`src/rtl/pixgen_pkg.sv`:
```
// Shared types, opcodes and sizing helpers for the cell-based pixel generator.
package pixgen_pkg;

    typedef logic [11:0] rgb444_t;

    localparam logic [7:0] OP_SET_BG_COLOR = 8'h01;
    localparam logic [7:0] OP_SET_PIXEL    = 8'h07;
    localparam logic [7:0] OP_SET_PALETTE  = 8'h08;
    localparam logic [7:0] OP_CLEAR        = 8'h09;

    localparam int PALETTE_MAX = 16;

    // Entry i lives at bits [i*12 +: 12]; entry 0 is the rightmost literal.
    localparam logic [PALETTE_MAX*12-1:0] DEFAULT_PALETTE = {
        12'h000, 12'h000, 12'h000, 12'h000,
        12'h000, 12'h000, 12'h000, 12'h000,
        12'hff0, 12'h0ff, 12'hf0f, 12'h00f,
        12'h0f0, 12'hf00, 12'hfff, 12'h000
    };

    typedef enum logic {
        SWEEP_IDLE  = 1'b0,
        SWEEP_CLEAR = 1'b1
    } sweep_state_e;

    function automatic int count_width(input int max_val);
        return (max_val < 2) ? 1 : $clog2(max_val + 1);
    endfunction

    function automatic int addr_width(input int grid_w, input int grid_h);
        return count_width(grid_w * grid_h - 1);
    endfunction

endpackage

```
`src/rtl/cell_buffer_ram.sv`:
```
// Simple dual-port cell store: one write port, one registered read-first read port.
module cell_buffer_ram #(
    parameter int DEPTH  = 1200,
    parameter int WIDTH  = 3,
    parameter int ADDR_W = 11
) (
    input  logic              clk_i,
    input  logic              we_i,
    input  logic [ADDR_W-1:0] waddr_i,
    input  logic [WIDTH-1:0]  wdata_i,
    input  logic [ADDR_W-1:0] raddr_i,
    output logic [WIDTH-1:0]  rdata_o
);

    logic [WIDTH-1:0] mem_q [DEPTH];
    logic [WIDTH-1:0] rdata_q;

    // NOTE: no reset on the array so it maps onto block RAM; software fills it with CLEAR.
    always_ff @(posedge clk_i) begin
        if (we_i) begin
            mem_q[waddr_i] <= wdata_i;
        end
        rdata_q <= mem_q[raddr_i];
    end

    assign rdata_o = rdata_q;

endmodule

```
`src/rtl/cell_pixel_generator.sv`:
```
// Turns VGA timing strobes into RGB444 dots from a cell framebuffer and palette,
// executing SET_BG_COLOR / SET_PIXEL / SET_PALETTE / CLEAR from the command stream.
module cell_pixel_generator
    import pixgen_pkg::*;
#(
    parameter int GRID_W = 40,
    parameter int GRID_H = 30,
    parameter int CELL_W = 16,
    parameter int CELL_H = 16,
    parameter int BPP    = 3
) (
    input  logic        i_clk,
    input  logic        i_reset,
    input  logic        i_vsync,
    input  logic        i_hsync,
    input  logic        i_pixel_valid,
    input  logic [31:0] i_instruction,
    input  logic        i_instruction_ready,
    output logic [11:0] o_color,
    output logic        o_color_valid,
    output logic        o_busy,
    output logic        o_dropped
);

    localparam int DEPTH  = GRID_W * GRID_H;
    localparam int ADDR_W = addr_width(GRID_W, GRID_H);
    localparam int PAL_N  = 1 << BPP;
    localparam int XS_W   = count_width(CELL_W - 1);
    localparam int YS_W   = count_width(CELL_H - 1);
    localparam int CX_W   = count_width(GRID_W);
    localparam int CY_W   = count_width(GRID_H);
    localparam int RB_W   = count_width(DEPTH);

    localparam logic [ADDR_W-1:0] LAST_ADDR = ADDR_W'(DEPTH - 1);
    localparam logic [16:0]       DEPTH_LIM = 17'(DEPTH);

    // ---------------- instruction register and decode ----------------
    logic [31:0]    instr_q;
    logic           instr_vld_q;
    logic [7:0]     opcode;
    logic [15:0]    cmd_index;
    logic [BPP-1:0] cmd_value;
    logic [BPP-1:0] cmd_pal_idx;
    rgb444_t        cmd_color;
    logic           unused_instr;

    assign opcode       = instr_q[7:0];
    assign cmd_color    = instr_q[19:8];
    assign cmd_pal_idx  = instr_q[20 +: BPP];
    assign cmd_index    = instr_q[23:8];
    assign cmd_value    = instr_q[24 +: BPP];
    assign unused_instr = &{1'b0, instr_q[31:24+BPP]};

    sweep_state_e    state_q, state_d;
    logic [ADDR_W-1:0] clr_addr_q, clr_addr_d;
    logic [BPP-1:0]  clr_val_q, clr_val_d;
    logic            busy;
    logic            start_clear;
    logic            pix_we;
    logic            reject;

    assign busy = (state_q == SWEEP_CLEAR);

    always_comb begin
        start_clear = 1'b0;
        pix_we      = 1'b0;
        reject      = 1'b0;
        if (instr_vld_q) begin
            case (opcode)
                OP_SET_PIXEL: begin
                    if (busy || ({1'b0, cmd_index} >= DEPTH_LIM)) reject = 1'b1;
                    else                                          pix_we = 1'b1;
                end
                OP_CLEAR: begin
                    if (busy) reject      = 1'b1;
                    else      start_clear = 1'b1;
                end
                default: ;
            endcase
        end
    end

    // CLEAR sweep: one cell per cycle, leaving on the cycle the last cell is written.
    always_comb begin
        state_d    = state_q;
        clr_addr_d = clr_addr_q;
        clr_val_d  = clr_val_q;
        case (state_q)
            SWEEP_IDLE: begin
                if (start_clear) begin
                    state_d    = SWEEP_CLEAR;
                    clr_addr_d = '0;
                    clr_val_d  = cmd_value;
                end
            end
            SWEEP_CLEAR: begin
                clr_addr_d = clr_addr_q + 1'b1;
                if (clr_addr_q == LAST_ADDR) state_d = SWEEP_IDLE;
            end
            default: state_d = SWEEP_IDLE;
        endcase
    end

    rgb444_t        pending_bg_q, bg_q;
    rgb444_t        palette_q [PAL_N];
    logic           dropped_q;

    // NOTE: sequential state uses non-blocking assignments only, so every register samples pre-edge values.
    always_ff @(posedge i_clk or posedge i_reset) begin
        if (i_reset) begin
            instr_q      <= '0;
            instr_vld_q  <= 1'b0;
            state_q      <= SWEEP_IDLE;
            clr_addr_q   <= '0;
            clr_val_q    <= '0;
            pending_bg_q <= '0;
            bg_q         <= '0;
            dropped_q    <= 1'b0;
            for (int i = 0; i < PAL_N; i++) begin
                palette_q[i] <= DEFAULT_PALETTE[i*12 +: 12];
            end
        end else begin
            instr_q     <= i_instruction;
            instr_vld_q <= i_instruction_ready;
            state_q     <= state_d;
            clr_addr_q  <= clr_addr_d;
            clr_val_q   <= clr_val_d;
            dropped_q   <= reject;
            if (instr_vld_q && opcode == OP_SET_BG_COLOR) pending_bg_q <= cmd_color;
            if (instr_vld_q && opcode == OP_SET_PALETTE)  palette_q[cmd_pal_idx] <= cmd_color;
            if (i_vsync) bg_q <= pending_bg_q;
        end
    end

    // ---------------- raster position ----------------
    logic [XS_W-1:0] x_sub_q, x_sub_d;
    logic [YS_W-1:0] y_sub_q, y_sub_d;
    logic [CX_W-1:0] cell_x_q, cell_x_d;
    logic [CY_W-1:0] cell_y_q, cell_y_d;
    logic [RB_W-1:0] row_base_q, row_base_d;
    logic            line_seen_q, line_seen_d;

    // NOTE: every variable gets a default first so no path leaves one unassigned (no latches).
    always_comb begin
        x_sub_d     = x_sub_q;
        y_sub_d     = y_sub_q;
        cell_x_d    = cell_x_q;
        cell_y_d    = cell_y_q;
        row_base_d  = row_base_q;
        line_seen_d = line_seen_q;

        if (i_pixel_valid) begin
            line_seen_d = 1'b1;
            if (x_sub_q == XS_W'(CELL_W - 1)) begin
                x_sub_d = '0;
                if (cell_x_q != CX_W'(GRID_W)) cell_x_d = cell_x_q + 1'b1;
            end else begin
                x_sub_d = x_sub_q + 1'b1;
            end
        end

        if (i_hsync) begin
            x_sub_d     = '0;
            cell_x_d    = '0;
            line_seen_d = 1'b0;
            if (line_seen_q || i_pixel_valid) begin
                if (y_sub_q == YS_W'(CELL_H - 1)) begin
                    y_sub_d = '0;
                    if (cell_y_q != CY_W'(GRID_H)) begin
                        cell_y_d   = cell_y_q + 1'b1;
                        row_base_d = row_base_q + RB_W'(GRID_W);
                    end
                end else begin
                    y_sub_d = y_sub_q + 1'b1;
                end
            end
        end

        if (i_vsync) begin
            x_sub_d     = '0;
            y_sub_d     = '0;
            cell_x_d    = '0;
            cell_y_d    = '0;
            row_base_d  = '0;
            line_seen_d = 1'b0;
        end
    end

    always_ff @(posedge i_clk or posedge i_reset) begin
        if (i_reset) begin
            x_sub_q     <= '0;
            y_sub_q     <= '0;
            cell_x_q    <= '0;
            cell_y_q    <= '0;
            row_base_q  <= '0;
            line_seen_q <= 1'b0;
        end else begin
            x_sub_q     <= x_sub_d;
            y_sub_q     <= y_sub_d;
            cell_x_q    <= cell_x_d;
            cell_y_q    <= cell_y_d;
            row_base_q  <= row_base_d;
            line_seen_q <= line_seen_d;
        end
    end

    // ---------------- framebuffer ----------------
    logic              ram_we;
    logic [ADDR_W-1:0] ram_waddr;
    logic [BPP-1:0]    ram_wdata;
    logic [ADDR_W-1:0] rd_addr;
    logic [BPP-1:0]    cell_rd;

    assign ram_we    = busy | pix_we;
    assign ram_waddr = busy ? clr_addr_q : ADDR_W'(cmd_index);
    assign ram_wdata = busy ? clr_val_q  : cmd_value;
    // Off-grid positions may alias other cells; the stage-1 flag masks them.
    assign rd_addr   = ADDR_W'(row_base_q + RB_W'(cell_x_q));

    cell_buffer_ram #(
        .DEPTH  (DEPTH),
        .WIDTH  (BPP),
        .ADDR_W (ADDR_W)
    ) u_cell_buffer_ram (
        .clk_i   (i_clk),
        .we_i    (ram_we),
        .waddr_i (ram_waddr),
        .wdata_i (ram_wdata),
        .raddr_i (rd_addr),
        .rdata_o (cell_rd)
    );

    // ---------------- pixel pipeline ----------------
    logic    s1_valid_q, s1_oob_q;
    rgb444_t color_q, color_d;
    logic    color_valid_q, color_valid_d;

    always_comb begin
        color_d       = '0;
        color_valid_d = 1'b0;
        if (s1_valid_q) begin
            color_valid_d = 1'b1;
            if (s1_oob_q || cell_rd == '0) color_d = bg_q;
            else                           color_d = palette_q[cell_rd];
        end
    end

    always_ff @(posedge i_clk or posedge i_reset) begin
        if (i_reset) begin
            s1_valid_q    <= 1'b0;
            s1_oob_q      <= 1'b0;
            color_q       <= '0;
            color_valid_q <= 1'b0;
        end else begin
            s1_valid_q    <= i_pixel_valid;
            s1_oob_q      <= (cell_x_q >= CX_W'(GRID_W)) || (cell_y_q >= CY_W'(GRID_H));
            color_q       <= color_d;
            color_valid_q <= color_valid_d;
        end
    end

    assign o_color       = color_q;
    assign o_color_valid = color_valid_q;
    assign o_busy        = busy;
    assign o_dropped     = dropped_q;

endmodule

```
`config.mk`:
```
export PLATFORM = sky130hd
export DESIGN_NAME = cell_pixel_generator
export DESIGN_NICKNAME = d
export VERILOG_FILES = /design/src/rtl/pixgen_pkg.sv /design/src/rtl/cell_buffer_ram.sv /design/src/rtl/cell_pixel_generator.sv
export SDC_FILE = /design/constraint.sdc
export NUM_CORES = 2
export LEC_CHECK = 0
export ABC_AREA = 1
export CELL_PAD_IN_SITES_DETAIL_PLACEMENT = 0
export CELL_PAD_IN_SITES_GLOBAL_PLACEMENT = 2
export CORE_MARGIN = 1
export CORE_UTILIZATION = 25
export DETAILED_ROUTE_END_ITERATION = 8
export GPL_ROUTABILITY_DRIVEN = 1
export PLACE_DENSITY_LB_ADDON = 0.05
export SETUP_SLACK_MARGIN = 0.5
export SYNTH_ARGS = -nofsm -noshare
export SYNTH_HDL_FRONTEND = slang
export SYNTH_SLANG_ARGS = --single-unit
```
`constraint.sdc`:
```
create_clock -name i_clk -period 63.9 [get_ports i_clk]
set_clock_uncertainty 0.15 [all_clocks]
set_input_delay 15.975 -clock i_clk [delete_from_list [all_inputs] [get_ports i_clk]]
set_output_delay 15.975 -clock i_clk [all_outputs]
set_load 0.02 [all_outputs]
```
# After elaboration in Yosys (flattened, before gate mapping)
# Memory sizes are Yosys's and may differ from the RTL's. A register that Yosys moved wholly into a read port is not among the register bits.
# Cells that the tools add are included.
[totals]
mem_bits_rw = 3600
inputBits = 38
regBits = 210
n_memories = 1
[mem_list]
columns = ["name", "words", "width", "rd", "rd_clocked_by_memory_dff", "wr", "line_no", "rtl"]
rows = [
  ["u_cell_buffer_ram.mem_q", 1200, 3, 1, 1, 1, "cell_buffer_ram.sv:15", "logic [WIDTH-1:0] mem_q [DEPTH];"],
]
[op_classes]
bitwise_logic = 4
n_eq_ne = 10
n_reduce_logical = 19
mux = 54
n_addsub = 7
n_lt_le_gt_ge = 6
[ops]
columns = ["operator", "count"]
rows = [
  ["$bwmux W96", 1],
  ["$mux W11", 7],
  ["$mux W12", 5],
  ["$bmux W12 S3", 1],
  ["$demux W12 S3", 1],
  ["$mux W4", 8],
  ["$mux W6", 5],
  ["$mux W5", 5],
  ["$pmux W11 S2", 1],
  ["$mux W1", 17],
  ["$eq A8 B4 Y1 const B", 2],
  ["$ge A16 B11 Y1 const B", 1],
  ["$add A11 B1 Y11 const B", 1],
  ["$add A11 B6 Y11", 1],
  ["$add A11 B6 Y11 const B", 1],
  ["$eq A11 B11 Y1 const B", 1],
  ["$reduce_bool A3 Y1", 3],
  ["$add A4 B1 Y4 const B", 2],
  ["$eq A4 B4 Y1 const B", 2],
  ["$eq A8 B1 Y1 const B", 1],
  ["$eq A8 B3 Y1 const B", 1],
  ["$ge A4 B4 Y1 const B", 2],
  ["$not A3 Y4", 2],
  ["$reduce_bool A2 Y1", 4],
  ["other kinds (18)", 25],
]

# Longest topological paths before layout
[depth]
word_depth = 8
ltp_mapped = 16
depth_no_buf = 15

# By module
# A second synthesis with hierarchy kept.
[unflattened]
cells_unflattened = 14098
area_unflattened_um2 = 158957.5
[modules_own_cells]
columns = ["module", "n_inst", "cells_per_inst", "seq_area_each_um2", "area_each_um2"]
rows = [
  ["cell_buffer_ram", 1, 13003, 108163.7, 149729.9],
  ["cell_pixel_generator", 1, 1095, 4939.7, 9227.6],
]

# Worst setup path before layout
# Ideal clock, no wire load.
[synth_path]
path_type = "register -> register"
from = "register state_q (netlist: o_busy)"
to = "memory u_cell_buffer_ram.mem_q[0][0], data pin"
period_less_slack_ns = 56.816
path_stages_with_launch = 4
path_buffers = 2
arrival_time_ns = 47.173
slack_ns = 7.084
cell_sequence = "dfrtp_1 -> buf_2 -> clkbuf_1 -> o21ai_0"
[synth_between]
elab_chain_len = 1
[synth_rtl]
columns = ["element", "line_no", "rtl"]
rows = [
  ["start: declaration", "cell_pixel_generator.sv:54", "sweep_state_e state_q, state_d;"],
  ["start signal: assignment", "cell_pixel_generator.sv:125", "state_q <= state_d;"],
  ["$mux W3", "cell_pixel_generator.sv:216", "assign ram_wdata = busy ? clr_val_q : cmd_value;"],
  ["named net ram_wdata[0]", "cell_pixel_generator.sv:210", "logic [BPP-1:0] ram_wdata;"],
  ["end: declaration", "cell_buffer_ram.sv:15", ""],
]
# The timed path passes the listed nets, and every way through them passes these cells.

# Final worst setup path
[layout_path]
from = "register state_q (netlist: o_busy)"
to = "output o_busy"
[layout_lines]
columns = ["element", "line_no", "rtl"]
rows = [
  ["end: declaration", "cell_pixel_generator.sv:21", "output logic o_busy,"],
]
# No word-level cell between the ends.

==> summary.md <==
| Metric | Value |
|---|---|
| Status | complete, no violations |
| Startpoint class of the critical path | flip-flop |
| Reg2reg end | u_cell_buffer_ram.rdata_o[0]$_DFF_P_ |
| FF-to-FF Start | cell_x_q[1]$_DFFE_PP0P_ |
| Final Hold Viols | 0 |
| Overflow after GRT | 0 |
| Placer Congestion | 0.745 |
| H-tree levels | 5 |
| Register bit total from synthesis | 3,798 |
| Largest area contributor in the netlist | edfxtp_1 |
| Top Ports | 53 |
| Ys Warns | 0 |
| Power Density | between 30 and 40 nW/um^2 |
| Tcrit/Tclk final | 28.9% |
| WP data arrival | ~2.4 ns |
| # rows | just under 300 |
| Largest net degree at the start of global routing | around 180 |
| Crit-path max cell delay | 0.70 ns |
| Dominant synthesized flop cell | edfxtp_1 |
| Vias/cell | 4.69 |
| Initial antenna violation count | 72 |
| Syn Inst Count | 14,000 |
| Register area share after synthesis | 71.9% |
| RSZ-0062 raised after global routing | no |
| Hold path depth | 0 |
| Fin area | 182,000 um^2 |
| Fin nets | ~14,000 |
| Clock Tree Buf Depth | 4 |
| Final WL | 590,000 um |
| Post-synth EDFFs | 3,600 |
| Final setup fails | 0 |
| Max FO, Critical Path | 32 |
| Iteration-0 DRC Markers | 7,548 |
| Syn Std Cell Area | 157,000 um^2 |
| WL/cell | 26.3 um |
| Synth cell types | 46 |
| P_leak | roughly 60 nW |
| Share of layout cells above drive strength 1 | 7.45% |
| CTS tree | done |
| Reg-to-reg slack, setup | ~57 ns |
| Avg Cell Area, Syn | ~11 um^2 |
| Setup tns final | 0 ns |
| Clk_lat worst skew | ~1.1 ns |
| Max Slew Vio Count | 0 |
| Clock-pin slew on the worst setup and hold paths | 0.06 ns |
| Hold_buf cts | 0 |
| Async set or reset register ratio after synthesis | around 5.1% |
| Die area | 632,000 um^2 |
| # DRC | 0 |
| Global Route Usage Sum | 18.2% |
| Number of global-route vias before repair | 109,000 |
| Worst R2R Path Depth | 17 |
| Net Count, Synth | between 10,000 and 15,000 |
| Peak VDD IR | approximately 0.023 mV |
| Setup bufs post-CTS | 0 |
| Synth top area share | 68.7% |
| Detail Placement HPWL | 331,000 um |
| HP Start | s1_valid_q$_DFF_PP0_ |
| CTS root buf | clkbuf_16 |
| Slew HR | 23.3% |
| Input/output buffers | 47 |
| Die height | 795 um |
| Crit path time final | about 18 ns |
| DIE WIDTH | about 800 um |
| Setup Crit Path Kind | flip-flop to output port |
| First-pass GRT wire length | 825,000 um |
| Largest cells by area after synthesis | edfxtp_1 (69%), nand3_1 (10%), nand2_1 (8.3%), nor2_1 (3.8%), dfrtp_1 (2.3%) |
| Area growth syn-to-layout | 15.4% |
| Crit. End Element | output port |
| Cts repair resizes | 0 |
| CTS sink count | 3,798 |
| Final ANT Viol Nets | 0 |
| Highest-delay cell along the critical path | clkdlybuf4s50_1 |
| Top post-synthesis cells by count | edfxtp_1 (3,600), nand2_1 (3,484), nand3_1 (3,213) |
| FMAX | around 54 MHz |
| CORE AREA | 625,000 um^2 |
| Cells along the critical path | buf_4, clkdlybuf4s50_1 |
| WHS Endpoint | o_color_valid$_DFF_PP0_ |
| First-pass DRT Iterations | 5 |
| Dpl cell area | 167,000 um^2 |
| Via count | 105,000 |
| Non-Filler Instances | 22,400 |
| Initial core utilization | between 20% and 30% |
| Worst EP required | ~48 ns |
| Slew @ Worst Pin | roughly 1.2 ns |
| Maxcap violations | 0 |
| Cell with the most instances after synthesis | edfxtp_1 |
| Total CTS buffers | between 400 and 500 |
| HP Class | flip-flop to flip-flop |
| Placed cell count | between 20,000 and 25,000 |
-- placed cells by master (no fill, tap or decap), types with 7 or more instances in the layout --
master,count
xor2_1,7
o22ai_1,115
clkbuf_16,466
clkbuf_8,7
buf_12,25
inv_6,7
nand4_1,7
a21oi_1,48
clkinvlp_4,14
nand2_4,26
nor3_1,9
ha_1,10
o211ai_1,33
o221ai_1,20
inv_1,114
clkinv_2,83
bufinv_16,50
edfxtp_1,3600
clkinv_16,9
nand3_1,3212
diode_2,7
buf_4,249
nor2_1,1576
clkbuf_1,89
o21ai_1,8
clkdlybuf4s50_1,47
nand2_8,7
nand2_2,8
inv_2,8
clkinv_1,124
dfrtp_1,144
o21ai_0,414
nand2_1,3450
dfstp_2,48
-- worst max-delay path, delay by kind of cell, from the launching register on --
family,cells,cell delay (ns)
buffers and inverters,2,1.06
flip-flops,1,0.32
-- layout make-up --
| class | count | area (um^2) |
|---|---|---|
| flip-flops and latches | 3798 | 113000 |
| inverters | 129 | 532 |
| repair buffers | 321 | 2840 |
| clock inverters | 296 | 2970 |
| fillers | 64000 | 444000 |
| well taps | 8322 | 10400 |
| multi-input cells | 8991 | 39600 |
| clock buffers | 562 | 12100 |
| diodes | 7 | 17.5 |
-- how the worst max path moves through the flow --
stage,startpoint,to,slack [ns],depth (start not counted)
global route,o_busy$_DFF_PP0_,o_busy,45.24,2
detailed placement,i_reset,row_base_q[10]$_DFFE_PP0P_,45.03,4
global placement,i_pixel_valid,row_base_q[10]$_DFFE_PP0P_,45.03,13
CTS,o_busy$_DFF_PP0_,o_busy,45.26,2
floorplan,o_busy$_DFF_PP0_,u_cell_buffer_ram.mem_q[0][0]$_DFFE_PP_,7.08,3
finish,o_busy$_DFF_PP0_,o_busy,45.40,2
-- logic make-up (layout without fill, tap and decap cells) --
| family | count (synthesis) | after routing | share of synthesized area [%] |
|---|---|---|---|
| AND/OR/NAND/NOR | 8319 | 8319 | 22.5 |
| buffers and inverters | 1166 | 1308 | 3.19 |
| XOR/XNOR | 10 | 10 | 0.0557 |
| other | 0 | 7 | 0 |
| AO/OA/AOI/OAI | 651 | 651 | 2.29 |
| adder cells (fa/ha/maj) | 11 | 11 | 0.0875 |
| flip-flops | 3798 | 3798 | 71.9 |
-- flip-flops by register name, summed over array words and instances, names as in the netlist, 3 cells and up --
register	count
palette_q	84
clr_val_q	3
o_color	12
x_sub_q	4
instr_q	27
bg_q	12
u_cell_buffer_ram.rdata_o	3
cell_x_q	6
u_cell_buffer_ram.mem_q	3600
pending_bg_q	12
y_sub_q	4
cell_y_q	5
row_base_q	8
clr_addr_q	11
-- routing by layer --
metal | vias to the layer above | part of all wire, % | global-route usage, %
met4 | 0 | 1.9 | 3.37
met1 | 53600 | 46 | 24.8
li1 | 48700 | - | -
met2 | 2361 | 48 | 31.1
met5 | - | 0 | 0
met3 | 582 | 4.3 | 2.21
-- metrics by stage --
step | power (mW) | hold slack [ns] | util (%) | worst slack, ns
final | 5.73 | 0.258 | 29.0 | 45.40
after global routing | 5.94 | 0.268 | 29.0 | 45.24
after CTS | 5.83 | 0.250 | 29.0 | 45.26
after detailed placement | 3.17 | 0.236 | 26.6 | 45.03
after global placement | 3.18 | 0.257 | 26.6 | 45.03
after floorplan | 3.23 | 0.204 | - | 7.08
-- power by group --
part | switching (mW) | internal (mW)
Sequential | 0.00420 | 2.75
Combinational | 0.277 | 0.0745
Clock | 1.08 | 1.54
Total | 1.36 | 4.37
(Power assumes the default switching activity.)
